`src/rtl/biriscv_fetch_ctrl.sv`:
```
// Fetch controller: issues 64-bit-aligned I-cache reads, tracks one outstanding request,
// handles redirects and hands instruction pairs to decode through a one-entry skid buffer.
module biriscv_fetch_ctrl #(
  parameter logic [31:0] RESET_PC = 32'h80000000
) (
  input  logic        clk_i,
  input  logic        rst_i,
  input  logic        fetch_accept_i,
  input  logic        icache_accept_i,
  input  logic        icache_valid_i,
  input  logic        icache_error_i,
  input  logic        icache_page_fault_i,
  input  logic [63:0] icache_inst_i,
  input  logic        branch_request_i,
  input  logic [31:0] branch_pc_i,
  input  logic [1:0]  branch_priv_i,
  input  logic [31:0] next_pc_f_i,
  input  logic [1:0]  next_taken_f_i,
  output logic        fetch_valid_o,
  output logic [63:0] fetch_instr_o,
  output logic [31:0] fetch_pc_o,
  output logic [1:0]  fetch_pred_branch_o,
  output logic        fetch_fault_fetch_o,
  output logic        fetch_fault_page_o,
  output logic        icache_rd_o,
  output logic [31:0] icache_pc_o,
  output logic [1:0]  icache_priv_o,
  output logic [31:0] pc_f_o,
  output logic        pc_accept_o
);

  localparam logic [31:0] Nop = 32'h00000013;

  logic [31:0] pc_f_q, pc_f_d;
  logic [31:0] pc_d_q, pc_d_d;
  logic [1:0]  pred_q, pred_d;
  logic [1:0]  priv_q, priv_d;
  logic        active_q, active_d;
  logic        drop_q, drop_d;

  logic        skid_valid_q, skid_valid_d;
  logic [63:0] skid_instr_q, skid_instr_d;
  logic [31:0] skid_pc_q, skid_pc_d;
  logic [1:0]  skid_pred_q, skid_pred_d;
  logic        skid_ff_q, skid_ff_d;
  logic        skid_fp_q, skid_fp_d;

  logic        live;
  logic        live_fault;
  logic [63:0] live_instr;
  logic [31:0] live_pc;

  assign live = icache_valid_i & active_q & ~drop_q & ~branch_request_i;

  // A request goes out when idle, or back-to-back with a response that is consumed or dropped.
  assign icache_rd_o = ~branch_request_i & ~skid_valid_q &
                       (~active_q | (icache_valid_i & (drop_q | fetch_accept_i)));
  assign pc_accept_o   = icache_rd_o & icache_accept_i;
  assign icache_pc_o   = {pc_f_q[31:3], 3'b000};
  assign icache_priv_o = priv_q;
  assign pc_f_o        = pc_f_q;

  // Fetch started mid-pair: slot0 precedes the target and becomes a NOP.
  assign live_fault = icache_error_i | icache_page_fault_i;
  assign live_instr = live_fault ? 64'b0 :
                      {icache_inst_i[63:32], pc_d_q[2] ? Nop : icache_inst_i[31:0]};
  assign live_pc    = {pc_d_q[31:3], 3'b000};

  always_comb begin
    if (skid_valid_q) begin
      fetch_instr_o       = skid_instr_q;
      fetch_pc_o          = skid_pc_q;
      fetch_pred_branch_o = skid_pred_q;
      fetch_fault_fetch_o = skid_ff_q;
      fetch_fault_page_o  = skid_fp_q;
    end else begin
      fetch_instr_o       = live_instr;
      fetch_pc_o          = live_pc;
      fetch_pred_branch_o = pred_q;
      fetch_fault_fetch_o = icache_error_i;
      fetch_fault_page_o  = icache_page_fault_i;
    end
  end

  assign fetch_valid_o = skid_valid_q | live;

  always_comb begin
    pc_f_d       = pc_f_q;
    pc_d_d       = pc_d_q;
    pred_d       = pred_q;
    priv_d       = priv_q;
    active_d     = active_q;
    drop_d       = drop_q;
    skid_valid_d = skid_valid_q;
    skid_instr_d = skid_instr_q;
    skid_pc_d    = skid_pc_q;
    skid_pred_d  = skid_pred_q;
    skid_ff_d    = skid_ff_q;
    skid_fp_d    = skid_fp_q;

    if (branch_request_i) begin
      pc_f_d       = branch_pc_i;
      priv_d       = branch_priv_i;
      skid_valid_d = 1'b0;
      if (active_q && !icache_valid_i) begin
        drop_d = 1'b1;
      end else if (active_q) begin
        active_d = 1'b0;
        drop_d   = 1'b0;
      end
    end else begin
      if (pc_accept_o) begin
        active_d = 1'b1;
        drop_d   = 1'b0;
        pc_d_d   = pc_f_q;
        pred_d   = next_taken_f_i;
        pc_f_d   = next_pc_f_i;
      end else if (icache_valid_i && active_q) begin
        active_d = 1'b0;
        drop_d   = 1'b0;
      end

      if (live && !fetch_accept_i) begin
        skid_valid_d = 1'b1;
        skid_instr_d = live_instr;
        skid_pc_d    = live_pc;
        skid_pred_d  = pred_q;
        skid_ff_d    = icache_error_i;
        skid_fp_d    = icache_page_fault_i;
      end else if (skid_valid_q && fetch_accept_i) begin
        skid_valid_d = 1'b0;
      end
    end
  end

  always_ff @(posedge clk_i or posedge rst_i) begin
    if (rst_i) begin
      pc_f_q       <= RESET_PC;
      pc_d_q       <= 32'b0;
      pred_q       <= 2'b0;
      priv_q       <= 2'b11;
      active_q     <= 1'b0;
      drop_q       <= 1'b0;
      skid_valid_q <= 1'b0;
      skid_instr_q <= 64'b0;
      skid_pc_q    <= 32'b0;
      skid_pred_q  <= 2'b0;
      skid_ff_q    <= 1'b0;
      skid_fp_q    <= 1'b0;
    end else begin
      pc_f_q       <= pc_f_d;
      pc_d_q       <= pc_d_d;
      pred_q       <= pred_d;
      priv_q       <= priv_d;
      active_q     <= active_d;
      drop_q       <= drop_d;
      skid_valid_q <= skid_valid_d;
      skid_instr_q <= skid_instr_d;
      skid_pc_q    <= skid_pc_d;
      skid_pred_q  <= skid_pred_d;
      skid_ff_q    <= skid_ff_d;
      skid_fp_q    <= skid_fp_d;
    end
  end

endmodule
```
`config.mk`:
```
export PLATFORM = sky130hd
export DESIGN_NAME = biriscv_fetch_ctrl
export DESIGN_NICKNAME = d
export VERILOG_FILES = /design/src/rtl/biriscv_fetch_ctrl.sv
export SDC_FILE = /design/constraint.sdc
export NUM_CORES = 1
export LEC_CHECK = 0
export CAP_MARGIN = 15
export CORE_MARGIN = 4
export CORE_UTILIZATION = 42
export DETAILED_ROUTE_END_ITERATION = 8
export GPL_TIMING_DRIVEN = 0
export PLACE_DENSITY = 0.79
export SLEW_MARGIN = 20
export SYNTH_ARGS = -nofsm -noshare
export SYNTH_HDL_FRONTEND = slang
export SYNTH_SLANG_ARGS = --single-unit
```
`constraint.sdc`:
```
create_clock -name clk_i -period 8.7 [get_ports clk_i]
set_input_delay 2.175 -clock clk_i [delete_from_list [all_inputs] [get_ports clk_i]]
set_output_delay 2.175 -clock clk_i [all_outputs]
set_load 0.01 [all_outputs]
```
==> metrics.md <==
| Metric | Value |
|---|---|
| Layout cells sized above 1 | `30.4%` |
| Worst EP arrival | `4.74 ns` |
| Vias | `7080` |
| Vias in the first global route | `7465` |
| Ys Warns | `0` |
| Clk slew on worst S/H paths | `0.06 ns` |
| Crit path launch | `branch_request_i` |
| Routed WL per cell | `20.2 um` |
| Final nets | `1203` |
| Total power | `2660 uW` |
| Number of gates resized after CTS | `0` |
| Worst-Margin Slew | `0.790 ns` |
| Die area | `24100 sq um` |
| Largest cells by area after synthesis | `dfrtp_1, mux2_2, mux2_4` |
| Status | `completed` |
| Die Y-Extent | `155 um` |
| Iter 0 DRT Violations | `319` |
| Crit-path max FO | `10` |
| # clock sinks | `166` |
| WL final | `27.3 mm` |
| GPL Wtd Cong | `0.868` |
| Ys flop type | `dfrtp_1` |
| Post-route DRC violation count | `0` |
| Seq/Total Area, Yosys | `45.6%` |
| Most frequent cells in the layout | `clkdlybuf4s50_1, mux2_2, dfrtp_1, and2_1, clkbuf_1` |
| Syn Inst Count | `737` |
| Max-cap viol count | `0` |
| Clk Tree Root Cell | `clkbuf_16` |
| Syn avg cell area | `12.4 sq um` |
| CTS HTree Levels | `4` |
| TritonCTS clock tree | `done` |
| Largest net degree at the start of global routing | `86` |
| Top cell type by total area after synthesis | `dfrtp_1` |
| Startpoint types | `input port` |
| Dpl hpwl | `20.2 mm` |
| Vias per std cell | `5.24` |
| Tot GR Track Use | `22.0%` |
| Hold path start | `skid_instr_q[2]$_DFFE_PP0P_` |
| CP Cell Sequence | `clkdlybuf4s50_1 > clkbuf_1 > clkbuf_1 > clkbuf_1 > nor4_1 > clkdlybuf4s50_1` |
| Antenna violations before repair | `0` |
| Hold-fix buffers, CTS | `0` |
| Chip Width | `155 um` |
| Most common cell after layout, fill and taps aside | `clkdlybuf4s50_1` |
| CTS Buf Count | `17` |
| Clock period minus worst slack | `6.91 ns` |
| Number of port buffers | `301` |
| Core area | `21200 sq um` |
| Clock tree buffer depth | `2` |
| HP Class | `reg -> reg` |
| Setup Viol. Count Final | `0` |
| Worst-skew pair later-pin latency | `0.42 ns` |
| Hold slack | `0.503 ns` |
| DRT antenna net count | `0` |
| Setup repair bufs after CTS | `0` |
| Post-Syn Area | `9110 sq um` |
| Synth async-reset ratio | `100%` |
| IO Count | `309` |
| Slew headroom | `47.0%` |
| Top-area cell type share of the netlist area | `44.8%` |
| Pwr dens | `203 nW/um^2` |
| CP Data Required Time | `6.53 ns` |
| Crit path top cell by count | `clkbuf_1` |
| Critical-path top delay cell | `clkdlybuf4s50_1` |
| Crit-path max cell delay | `0.64 ns` |
| Initial DRT Pass Iterations | `4` |
| Clock skew | `0.0106 ns` |
| Row cnt | `53` |
| Netlist cell types | `31` |
| Antenna diodes | `0` |
| CP Class | `in -> out` |
| Worst Setup End Kind | `output port` |
| Fmax | `0.145 GHz` |
| Starting Density | `43.1%` |
| P_leak | `0.00555 uW` |
| Max VDD drop | `0.000119 V` |
| RSZ-0062 raised after global routing | `no` |
| Final period utilization | `79.5%` |
| P&R area growth vs syn | `43.7%` |
| First-pass GRT wire length | `42.1 mm` |
| RR Startpoint | `drop_q$_DFFE_PP0P_` |
| GRT overflow | `0` |
| Fin. Hold Viols | `0` |
| Seq cells post-synth | `166` |
| Max Transition Viols Final | `0` |
| Number of flops mapped to enable cells by yosys | `0` |
-- synthesized netlist by cell type, types with 13 or more instances --
cell type  count
a22oi_1       13
a2bb2oi_1     19
and2_1        60
buf_2         20
buf_4         37
clkbuf_1      36
dfrtp_1      163
mux2_2       199
mux2_4        27
nand2b_1      33
nand3b_1      32
o211ai_1      32
or4_1         32
-- final cells by class --
| cell class | instances | area (sq um) |
|---|---|---|
| clock buffer | 20 | 447 |
| timing repair buffer | 302 | 3040 |
| fill | 1723 | 8070 |
| inverter | 2 | 15.0 |
| buffer | 97 | 551 |
| multi-input combinational | 477 | 4410 |
| tap | 275 | 344 |
| sequential | 166 | 4160 |
| clock inverter | 12 | 121 |
-- critical path, delay by kind of cell --
family | cells | cell delay (ns)
AND/OR/NAND/NOR | 1 | 0.13
buffers and inverters | 5 | 2.43
-- metal layers --
layer / wire length, um / track usage (%) / share of wire [%] / vias to the layer above
met1: 11600 / 28.1 / 43 / 3517
met3: 1960 / 5.76 / 7.2 / 20
met4: 260 / 4.42 / 0.95 / 0
li1: - / - / - / 3288
met5: 0 / 0 / 0 / -
met2: 13400 / 37.9 / 49 / 255
-- metrics by stage --
stage	utilization, %	setup slack [ns]	std cells	area, sq um	TNS [ns]
after floorplan	-	2.04	742	9130	0
after global placement	59.0	-0.420	1318	12500	-65.63
after detailed placement	59.2	1.85	1319	12500	0
after CTS	61.9	1.84	1351	13100	0
after global routing	61.9	1.66	1351	13100	0
final	61.9	1.79	1351	13100	0
-- power by group --
group,internal (uW),switching [uW]
clock network,407,331
logic,525,300
registers,967,132
total,1900,764
-- registers in the layout (all words and copies together), names as in the netlist, 2 cells and up --
register and flops:
icache_priv_o 2, pc_d_q 30, pc_f_o 32, pred_q 2, skid_instr_q 64, skid_pc_q 29
skid_pred_q 2
-- final timing paths --
kind / end / slack (ns) / cells past startpoint
worst max-delay path: icache_rd_o / 1.79 / 6
worst min-delay path: skid_instr_q[2]$_DFFE_PP0P_ / 0.50 / 1
worst max register to register: skid_instr_q[4]$_DFFE_PP0P_ / 6.38 / 4
worst min register to register: skid_instr_q[2]$_DFFE_PP0P_ / 0.50 / 1
max in group asynchronous: icache_priv_o[0]$_DFFE_PP1P_ / 5.61 / 3
min in group asynchronous: skid_instr_q[42]$_DFFE_PP0P_ / 2.24 / 2
-- kinds of logic after synthesis --
logic type             count (synthesis)  synth area share [%]
muxes                                227                  29.2
and+or+nand+nor                      174                  13.0
AOI/OAI and AO/OA                     70                  5.99
other                                  1                0.0412
DFF                                  166                  45.6
buffers and inverters                 99                  6.13
Note: power is estimated with default switching activity, not from simulation.
